[config.mk]
export PLATFORM = sky130hd
export DESIGN_NAME = fifo_umbral
export DESIGN_NICKNAME = d
export VERILOG_FILES = /design/src/rtl/fifo_umbral.sv
export SDC_FILE = /design/constraint.sdc
export NUM_CORES = 1
export LEC_CHECK = 0
export CAP_MARGIN = 20
export CORE_MARGIN = 2
export CORE_UTILIZATION = 40
export CTS_BUF_LIST = sky130_fd_sc_hd__clkbuf_4
export DETAILED_ROUTE_END_ITERATION = 10
export GPL_TIMING_DRIVEN = 0
export PLACE_DENSITY = 0.71
export SLEW_MARGIN = 30
export SYNTH_ARGS = -nofsm -noshare
export SYNTH_HDL_FRONTEND = slang
export SYNTH_SLANG_ARGS = --single-unit
[constraint.sdc]
create_clock -name clk -period 2.6 [get_ports clk]
set_input_delay 0.39 -clock clk [delete_from_list [all_inputs] [get_ports clk]]
set_output_delay 0.39 -clock clk [all_outputs]
set_load 0.02 [all_outputs]
[src/rtl/fifo_umbral.sv]
// ---------------------------------------------------------------------------
// fifo_umbral
//   Synchronous single-clock FIFO with programmable almost-full and
//   almost-empty thresholds ("umbral") and an overflow/underflow error flag.
//
//   Parameters
//     DATA_SIZE   data word width in bits
//     DEPTH_LOG2  log2 of the queue depth (DEPTH = 2**DEPTH_LOG2)
//
//   Ports
//     clk               rising-edge clock
//     reset             asynchronous, active-high reset
//     write             push request
//     read              pop request
//     buff_in           push data
//     umb_almost_full   almost-full threshold  (occupancy >= threshold)
//     umb_almost_empty  almost-empty threshold (occupancy <= threshold)
//     buffer_out        popped data, registered, held between reads
//     data_count        current occupancy (registered)
//     fifo_full         occupancy == DEPTH
//     fifo_empty        occupancy == 0
//     almost_full       occupancy >= umb_almost_full
//     almost_empty      occupancy <= umb_almost_empty
//     error             overflow/underflow indication
//
//   Build option
//     FIFO_ERR_STICKY_EN  defined:   error latches on any overflow/underflow
//                                    event and holds until reset.
//                         undefined: error is a one-cycle registered pulse
//                                    in the cycle after each event.
//
//   Storage is not cleared by reset; only pointers, count, buffer_out and
//   error are.
// ---------------------------------------------------------------------------
module fifo_umbral #(
  parameter int unsigned DATA_SIZE  = 6,
  parameter int unsigned DEPTH_LOG2 = 3
) (
  input  logic                  clk,
  input  logic                  reset,
  input  logic                  write,
  input  logic                  read,
  input  logic [DATA_SIZE-1:0]  buff_in,
  input  logic [DEPTH_LOG2:0]   umb_almost_full,
  input  logic [DEPTH_LOG2:0]   umb_almost_empty,
  output logic [DATA_SIZE-1:0]  buffer_out,
  output logic [DEPTH_LOG2:0]   data_count,
  output logic                  fifo_full,
  output logic                  fifo_empty,
  output logic                  almost_full,
  output logic                  almost_empty,
  output logic                  error
);

  localparam int unsigned             DEPTH      = 2 ** DEPTH_LOG2;
  localparam logic [DEPTH_LOG2:0]     COUNT_FULL = {1'b1, {DEPTH_LOG2{1'b0}}};
  localparam logic [DEPTH_LOG2:0]     COUNT_ONE  = (DEPTH_LOG2 + 1)'(1);
  localparam logic [DEPTH_LOG2-1:0]   PTR_ONE    = DEPTH_LOG2'(1);

  logic [DATA_SIZE-1:0]  mem [DEPTH];
  logic [DEPTH_LOG2-1:0] wr_ptr;
  logic [DEPTH_LOG2-1:0] rd_ptr;

  logic rd_ok;
  logic wr_ok;
  logic overflow;
  logic underflow;
  logic err_event;

  // -------------------------------------------------------------------------
  // Status flags: purely combinational from the registered count and the
  // live threshold inputs. Thresholds are compared unsigned without clamping.
  // -------------------------------------------------------------------------
  always_comb begin
    fifo_full    = (data_count == COUNT_FULL);
    fifo_empty   = (data_count == '0);
    almost_full  = (data_count >= umb_almost_full);
    almost_empty = (data_count <= umb_almost_empty);
  end

  // -------------------------------------------------------------------------
  // Operation qualification.
  //   A read succeeds whenever there is data.
  //   A write succeeds when there is room, or when the FIFO is full but a
  //   read frees a slot in the same cycle.
  //   Reading an empty FIFO is an underflow even if a write is accepted in
  //   the same cycle; writing a full FIFO without a read is an overflow.
  // -------------------------------------------------------------------------
  always_comb begin
    rd_ok     = read && !fifo_empty;
    wr_ok     = write && (!fifo_full || rd_ok);
    overflow  = write && fifo_full && !read;
    underflow = read && fifo_empty;
    err_event = overflow || underflow;
  end

  // -------------------------------------------------------------------------
  // Storage array: no reset, so it is kept in its own clocked process.
  // Writes are suppressed while reset is asserted so the array cannot be
  // disturbed by a push request that arrives during reset.
  // -------------------------------------------------------------------------
  always_ff @(posedge clk) begin
    if (!reset && wr_ok) begin
      mem[wr_ptr] <= buff_in;
    end
  end

  // -------------------------------------------------------------------------
  // Pointers: wrap naturally from DEPTH-1 to 0 through their width.
  // -------------------------------------------------------------------------
  always_ff @(posedge clk or posedge reset) begin
    if (reset) begin
      wr_ptr <= '0;
      rd_ptr <= '0;
    end else begin
      if (wr_ok) begin
        wr_ptr <= wr_ptr + PTR_ONE;
      end
      if (rd_ok) begin
        rd_ptr <= rd_ptr + PTR_ONE;
      end
    end
  end

  // -------------------------------------------------------------------------
  // Occupancy: changes only when exactly one side succeeds.
  // -------------------------------------------------------------------------
  always_ff @(posedge clk or posedge reset) begin
    if (reset) begin
      data_count <= '0;
    end else begin
      if (wr_ok && !rd_ok) begin
        data_count <= data_count + COUNT_ONE;
      end else if (rd_ok && !wr_ok) begin
        data_count <= data_count - COUNT_ONE;
      end
    end
  end

  // -------------------------------------------------------------------------
  // Output data register: loaded only on a successful read, held otherwise.
  // -------------------------------------------------------------------------
  always_ff @(posedge clk or posedge reset) begin
    if (reset) begin
      buffer_out <= '0;
    end else if (rd_ok) begin
      buffer_out <= mem[rd_ptr];
    end
  end

  // -------------------------------------------------------------------------
  // Error flag.
  // -------------------------------------------------------------------------
`ifdef FIFO_ERR_STICKY_EN
  always_ff @(posedge clk or posedge reset) begin
    if (reset) begin
      error <= 1'b0;
    end else if (err_event) begin
      error <= 1'b1;
    end
  end
`else
  always_ff @(posedge clk or posedge reset) begin
    if (reset) begin
      error <= 1'b0;
    end else begin
      error <= err_event;
    end
  end
`endif

endmodule

=== After elaboration in Yosys (flattened, before gate mapping) ===
Memories as Yosys holds them, arrays and structs flattened. A register that Yosys moved wholly into a read port is not among the register bits.
Index checks and enable logic that the tools add are counted.

* Bits of input ports: 18
* Memory bits (read-only): 0
* Bits in writable memories: 48
* Register bits: 11
* Memories: 1
* Output and inout port bits: 15
* Latch bits: 0
* Word-level logic and storage cells: 34

{| class="wikitable"
|+ Memories
! name !! depth !! width !! read ports !! clocked after Yosys merged registers in !! write ports !! line !! RTL
|-
| mem || 8 || 6 || 1 || 1 || 1 || 60 || <nowiki>logic [DATA_SIZE-1:0] mem [DEPTH];</nowiki>
|}

* Magnitude comparators: 2
* Mux-type cells: 4
* Bitwise logic cells: 0
* Shift operators: 0
* Add/subtract/negate cells: 4
* Reductions and logical operators: 18
* Multipliers: 0
* Divide/modulo/power cells: 0
* Equal/unequal tests: 1

{| class="wikitable"
|+ Operators by type and width
! operator !! number
|-
| $logic_and 1x1->1 || 8
|-
| $mux 4 || 2
|-
| $add 3x1->3 const B || 2
|-
| $logic_not 1->1 || 6
|-
| $add 4x1->4 const B || 1
|-
| $eq 4x4->1 const B || 1
|-
| $ge 4x4->1 || 1
|-
| $le 4x4->1 || 1
|-
| $logic_not 4->1 || 1
|-
| $sub 4x1->4 const B || 1
|-
| $logic_or 1x1->1 || 2
|-
| $mux 1 || 2
|-
| $reduce_bool 2->1 || 1
|}

=== Depth between registers and ports, before layout ===
* Word-level depth: 9
* Gate-level depth with buffers: 10
* Depth with buffers taken out: 10

=== Least setup slack after synthesis ===
No wires, ideal clock.

* Kind: flip-flop to flip-flop
* From: register data_count[0]
* To: register data_count[3]
* Clock period less this slack: 3.210 ns
* Setup time: 0.136 ns
* Slack: -0.610 ns
* Stages on the path, launching flop included: 10
* Required time: 2.464 ns
* Arrival: 3.074 ns
* Path buffers: 1
* Cell sequence: dfrtp_1 nor4_1 or2b_1 buf_6 ha_1 inv_1 ha_1 a21o_2 a2111oi_0 o31ai_1

* Longest elaborated chain between the ends: 8
* Elaborated cells between the ends (all ways): 16
* Classes of those cells: 2 x add/sub; 1 x eq/ne; 2 x mux; 11 x reduce/logical

{| class="wikitable"
|+ Ends and longest elaborated chain
! what !! line !! RTL
|-
| start: declaration || 47 || <nowiki>output logic [DEPTH_LOG2:0] data_count,</nowiki>
|-
| start signal: assignment || 133 || <nowiki>data_count <= data_count + COUNT_ONE;</nowiki>
|-
| start signal: assignment || 135 || <nowiki>data_count <= data_count - COUNT_ONE;</nowiki>
|-
| $logic_not 4->1 * || 76 || <nowiki>fifo_empty = (data_count == '0);</nowiki>
|-
| net fifo_empty || 49 || <nowiki>output logic fifo_empty,</nowiki>
|-
| $logic_not 1->1 * || 90 || <nowiki>rd_ok = read && !fifo_empty;</nowiki>
|-
| $logic_and 1x1->1 * || 90 ||
|-
| $logic_or 1x1->1 || 91 || <nowiki>wr_ok = write && (!fifo_full || rd_ok);</nowiki>
|-
| $logic_and 1x1->1 || 91 ||
|-
| $logic_not 1->1 || 134 || <nowiki>end else if (rd_ok && !wr_ok) begin</nowiki>
|-
| $logic_and 1x1->1 || 134 ||
|-
| $reduce_bool 2->1 (no source line) || -- ||
|}

The timed path passes the listed nets; every way through them passes the cells marked *. The select of a mux whose other input is x is not followed.
A chain may end at the register's enable or synchronous reset.

=== Worst setup path after layout ===
* From: register data_count[0]
* To: register data_count[3]

* Longest elaborated chain between the ends: 8
* Elaborated cells between the ends (all ways): 16
* Classes of those cells: 2 x add/sub; 1 x eq/ne; 2 x mux; 11 x reduce/logical

{| class="wikitable"
|+ Ends and longest elaborated chain
! what
|-
| parallel branches: the longest is 8 deep, another holds $sub 4x1->4
|}

Several ways; the timed one is not identified. The select of a mux whose other input is x is not followed.

==> qor.csv <==
stage,metric,value,unit
status,run status,"finished, final reports clean",
setup_path,critical path endpoint category,flip-flop,
route,average via count per standard cell,4.98,
global_route,sum of overflow across all layers after global routing,0,
route,Remaining DRCs,0,
sta,hold violation count in the final report,0,
synthesis,#FFs+latches synth,65,
sta,setup repair after global routing missed its margin,true,
setup_path,launch instance of the worst register-to-register path,data_count[0]$_DFFE_PP0P_,
sta,fin worst setup slack,0.103,ns
final_layout,multi-input logic area,1050,sq um
synthesis,cell type with the highest aggregate area in the netlist,sky130_fd_sc_hd__edfxtp_1,
sta,total count of max-transition violations in the final report,0,
global_route,wire length of the first global-routing pass,9.00,mm
clock_tree,number of levels in the clock H-tree,3,
setup_path,sort of element at the start of the critical path,flip-flop,
sta,final total negative setup slack,0,ns
route,vias post-DR,1789,
synthesis,Syn Std Cell Area,2930,sq um
synthesis,number of flops mapped to enable cells by yosys,48,
synthesis,Yosys warnings,0,
clock_tree,hold buffers post-CTS,0,
global_route,met2 Resource Use GR,0.260,
setup_path,Critical Path Start,data_count[0]$_DFFE_PP0P_,
synthesis,cell types with the largest area share after synthesis,"sky130_fd_sc_hd__edfxtp_1 (49%), sky130_fd_sc_hd__dfrtp_1 (15%), sky130_fd_sc_hd__ha_1 (5.6%), sky130_fd_sc_hd__mux2_2 (5.4%), sky130_fd_sc_hd__mux2i_1 (4.4%)",
clock_tree,# clock sinks,65,
setup_path,arrival time of the worst setup path,2.80,ns
synthesis,part of the Yosys area used for sequential elements,0.638,
placement,Setup Slack @ Placement,-0.285,ns
global_route,initial antenna violation count,0,
sta,final setup violation count,0,
sta,Fmax achieved,0.401,GHz
final_layout,net count reported at finish,287,
placement,post-DP HPWL,3.90,mm
die,die area,8010,sq um
global_route,GRT met1 Usage,0.195,
sta,Tcrit/Tclk final,0.960,
die,initial cell density of the core,0.408,
synthesis,average cell area after synthesis,14.3,sq um
final_layout,synthesis-to-layout area growth,26.8,%
setup_path,"critical path, cell by cell",or4b_4 -> o21ai_4 -> inv_4 -> ha_4 -> inv_4 -> ha_1 -> a21o_2 -> a21oi_2 -> mux2i_1 -> o31ai_1,
synthesis,Post-Syn Instances,204,
setup_path,"Slowest-stage cell, CP",sky130_fd_sc_hd__or4b_4,
final_layout,ratio of cells with drive above 1 in the final layout,0.242,
synthesis,most used standard cells in the synthesized netlist,"sky130_fd_sc_hd__edfxtp_1 (48), sky130_fd_sc_hd__nand2_1 (18), sky130_fd_sc_hd__dfrtp_1 (17)",
die,core area,7180,sq um
global_route,via count of the first global-routing pass,1843,
clock_tree,insertion delay to the later sink of the worst-skew pair,0.42,ns
placement,number of input and output port buffers inserted,32,
die,Chip Height,89.5,um
sta,worst slew margin relative to its limit,0.421,
clock_tree,clock buffer count from CTS,9,
final_layout,Reg area,1870,sq um
setup_path,data required time at the worst endpoint,2.90,ns
setup_path,CP top delay family,compound AO/OA/AOI/OAI gates,
sta,clock period minus worst slack,2.50,ns
sta,Least-Margin Pin Slew,0.866,ns
sta,largest clock skew in the final design,0.0151,ns
synthesis,Cell variety after synth,37,
setup_path,largest driver fanout on the critical path,4,
final_layout,number of diodes,0,
final_layout,fill cell total of the finished layout,620,
placement,GP Congestion,0.719,
route,First-pass DRT Iterations,4,
route,starting DRC count in detailed routing,111,
synthesis,top-count cell post-synth,sky130_fd_sc_hd__edfxtp_1,
synthesis,Post-synth ARST share,0.262,
synthesis,main flop type after synthesis,sky130_fd_sc_hd__edfxtp_1,
worst_hold_path,min-delay worst type,in -> async,
setup_path,critical path buffer and inverter count,2,
power_and_ir_drop,power density cells,1090,nW/um^2
job,count of maximum capacitance violations,0,
die,total I/O pin count,33,
die,number of standard-cell rows in the floorplan,31,
setup_path,Worst path most repeated cell,sky130_fd_sc_hd__inv_4,
route,detail-routed net length per standard cell,15.8,um
synthesis,synthesized netlist net count,236,
global_route,Total Routing Usage GR,0.157,
synthesis,top-area cell type share of the netlist area,0.493,
global_route,met3 global-route usage,0.0536,
die,x dimension of the die,89.5,um
route,antenna violation net count after detailed routing,0,
clock_tree,clock tree buffer depth,2,
setup_path,type of the setup path with the least slack,reg -> reg,
route,final routed wirelength across all metal layers,5.67,mm
power_and_ir_drop,static leakage,1.41,nW
final_layout,final core utilization,0.517,
clock_tree,Clock Tree Root,sky130_fd_sc_hd__clkbuf_4,
global_route,maximum number of pins on one net before global-route repair,19,
global_route,most used routing layer in global routing,met2,
setup_path,largest stage delay on the critical path,0.56,ns
clock_tree,clock transition time at the flip-flop clock pins of the worst setup and hold paths,0.11,ns
clock_tree,CTS tree,done,
power_and_ir_drop,"IR drop worst, VDD",0.493,mV
metrics by stage:
step	instances	area (sq um)	hold slack, ns	total power, mW
CTS	354	3640	0.502	3.97
global route	359	3710	0.519	4.28
global placement	335	3410	0.470	3.03
floorplan	204	2970	0.324	2.57
detailed placement	335	3420	0.476	3.09
finish	359	3710	0.492	4.03
final cells by class:
class | count | share of cell area
sequential | 65 | 0.505
multi-input combinational | 122 | 0.282
timing repair buffer | 41 | 0.105
tap | 99 | 0.0334
clock inverter | 7 | 0.0321
clock buffer | 9 | 0.0182
inverter | 12 | 0.0135
buffer | 4 | 0.0111
power by group:
| part | switching [mW] | total, mW | internal, mW | leakage [nW] |
|---|---|---|---|---|
| sequential | 0.169 | 1.48 | 1.31 | 0.633 |
| clock | 0.375 | 0.862 | 0.486 | 0.0938 |
| combinational | 0.839 | 1.68 | 0.844 | 0.683 |
worst register-to-register path: stages (launching register included):
cell and delay [ns]:
sky130_fd_sc_hd__dfrtp_2 0.44, sky130_fd_sc_hd__or4b_4 0.56, sky130_fd_sc_hd__o21ai_4 0.21, sky130_fd_sc_hd__inv_4 0.07, sky130_fd_sc_hd__ha_4 0.17, sky130_fd_sc_hd__inv_4 0.06
sky130_fd_sc_hd__ha_1 0.22, sky130_fd_sc_hd__a21o_2 0.25, sky130_fd_sc_hd__a21oi_2 0.13, sky130_fd_sc_hd__mux2i_1 0.19, sky130_fd_sc_hd__o31ai_1 0.08
layout by cell type (no fill, tap or decap), types with 6 or more instances in the layout:
cell type	instances
sky130_fd_sc_hd__edfxtp_1	48
sky130_fd_sc_hd__clkdlybuf4s50_1	30
sky130_fd_sc_hd__nand2_1	18
sky130_fd_sc_hd__mux2_2	14
sky130_fd_sc_hd__mux2i_1	13
sky130_fd_sc_hd__dfrtp_1	13
sky130_fd_sc_hd__ha_1	12
sky130_fd_sc_hd__buf_4	10
sky130_fd_sc_hd__inv_1	10
sky130_fd_sc_hd__clkbuf_4	9
sky130_fd_sc_hd__nor2_1	7
sky130_fd_sc_hd__o22ai_1	6
sky130_fd_sc_hd__a221o_1	6
cells by family (layout without fill, tap and decap cells):
| kind of cell | count (synthesis) | count (layout) | synth area share |
|---|---|---|---|
| mux | 27 | 27 | 0.0984 |
| fa+ha+maj | 14 | 14 | 0.0624 |
| xor+xnor | 6 | 6 | 0.0180 |
| flops | 65 | 65 | 0.638 |
| simple gates | 44 | 44 | 0.0740 |
| buf+inv | 17 | 73 | 0.0317 |
| compound gates | 31 | 31 | 0.0774 |
worst paths after layout:
kind	cells after the start	endpoint	slack [ns]
min reg2reg	2	buffer_out[1]$_DFFE_PP0N_	0.49
max	10	data_count[3]$_DFFE_PP0P_	0.10
min	2	buffer_out[4]$_DFFE_PP0N_	0.49
max reg2reg	10	data_count[3]$_DFFE_PP0P_	0.10
max in group asynchronous	2	data_count[0]$_DFFE_PP0P_	1.62
min in group clk	2	buffer_out[1]$_DFFE_PP0N_	0.49
timing repair:
action / in CTS / in global routing
setup endpoints to repair: 3 / 3
gates resized for setup: 6 / 4
buffers inserted: 3 / 6
cloned: 0 / 0
pin swaps: 1 / 4
state kept, by name, summed over array words and instances (netlist names):
name and count:
data_count 4, error 1, mem 48, rd_ptr 3, buffer_out 6, wr_ptr 3
metal layers:
metal,wire [um],vias up
met2,2930,37
met5,0,-
met4,65,0
met1,2440,877
li1,-,868
met3,224,7
(Power assumes the default switching activity.)
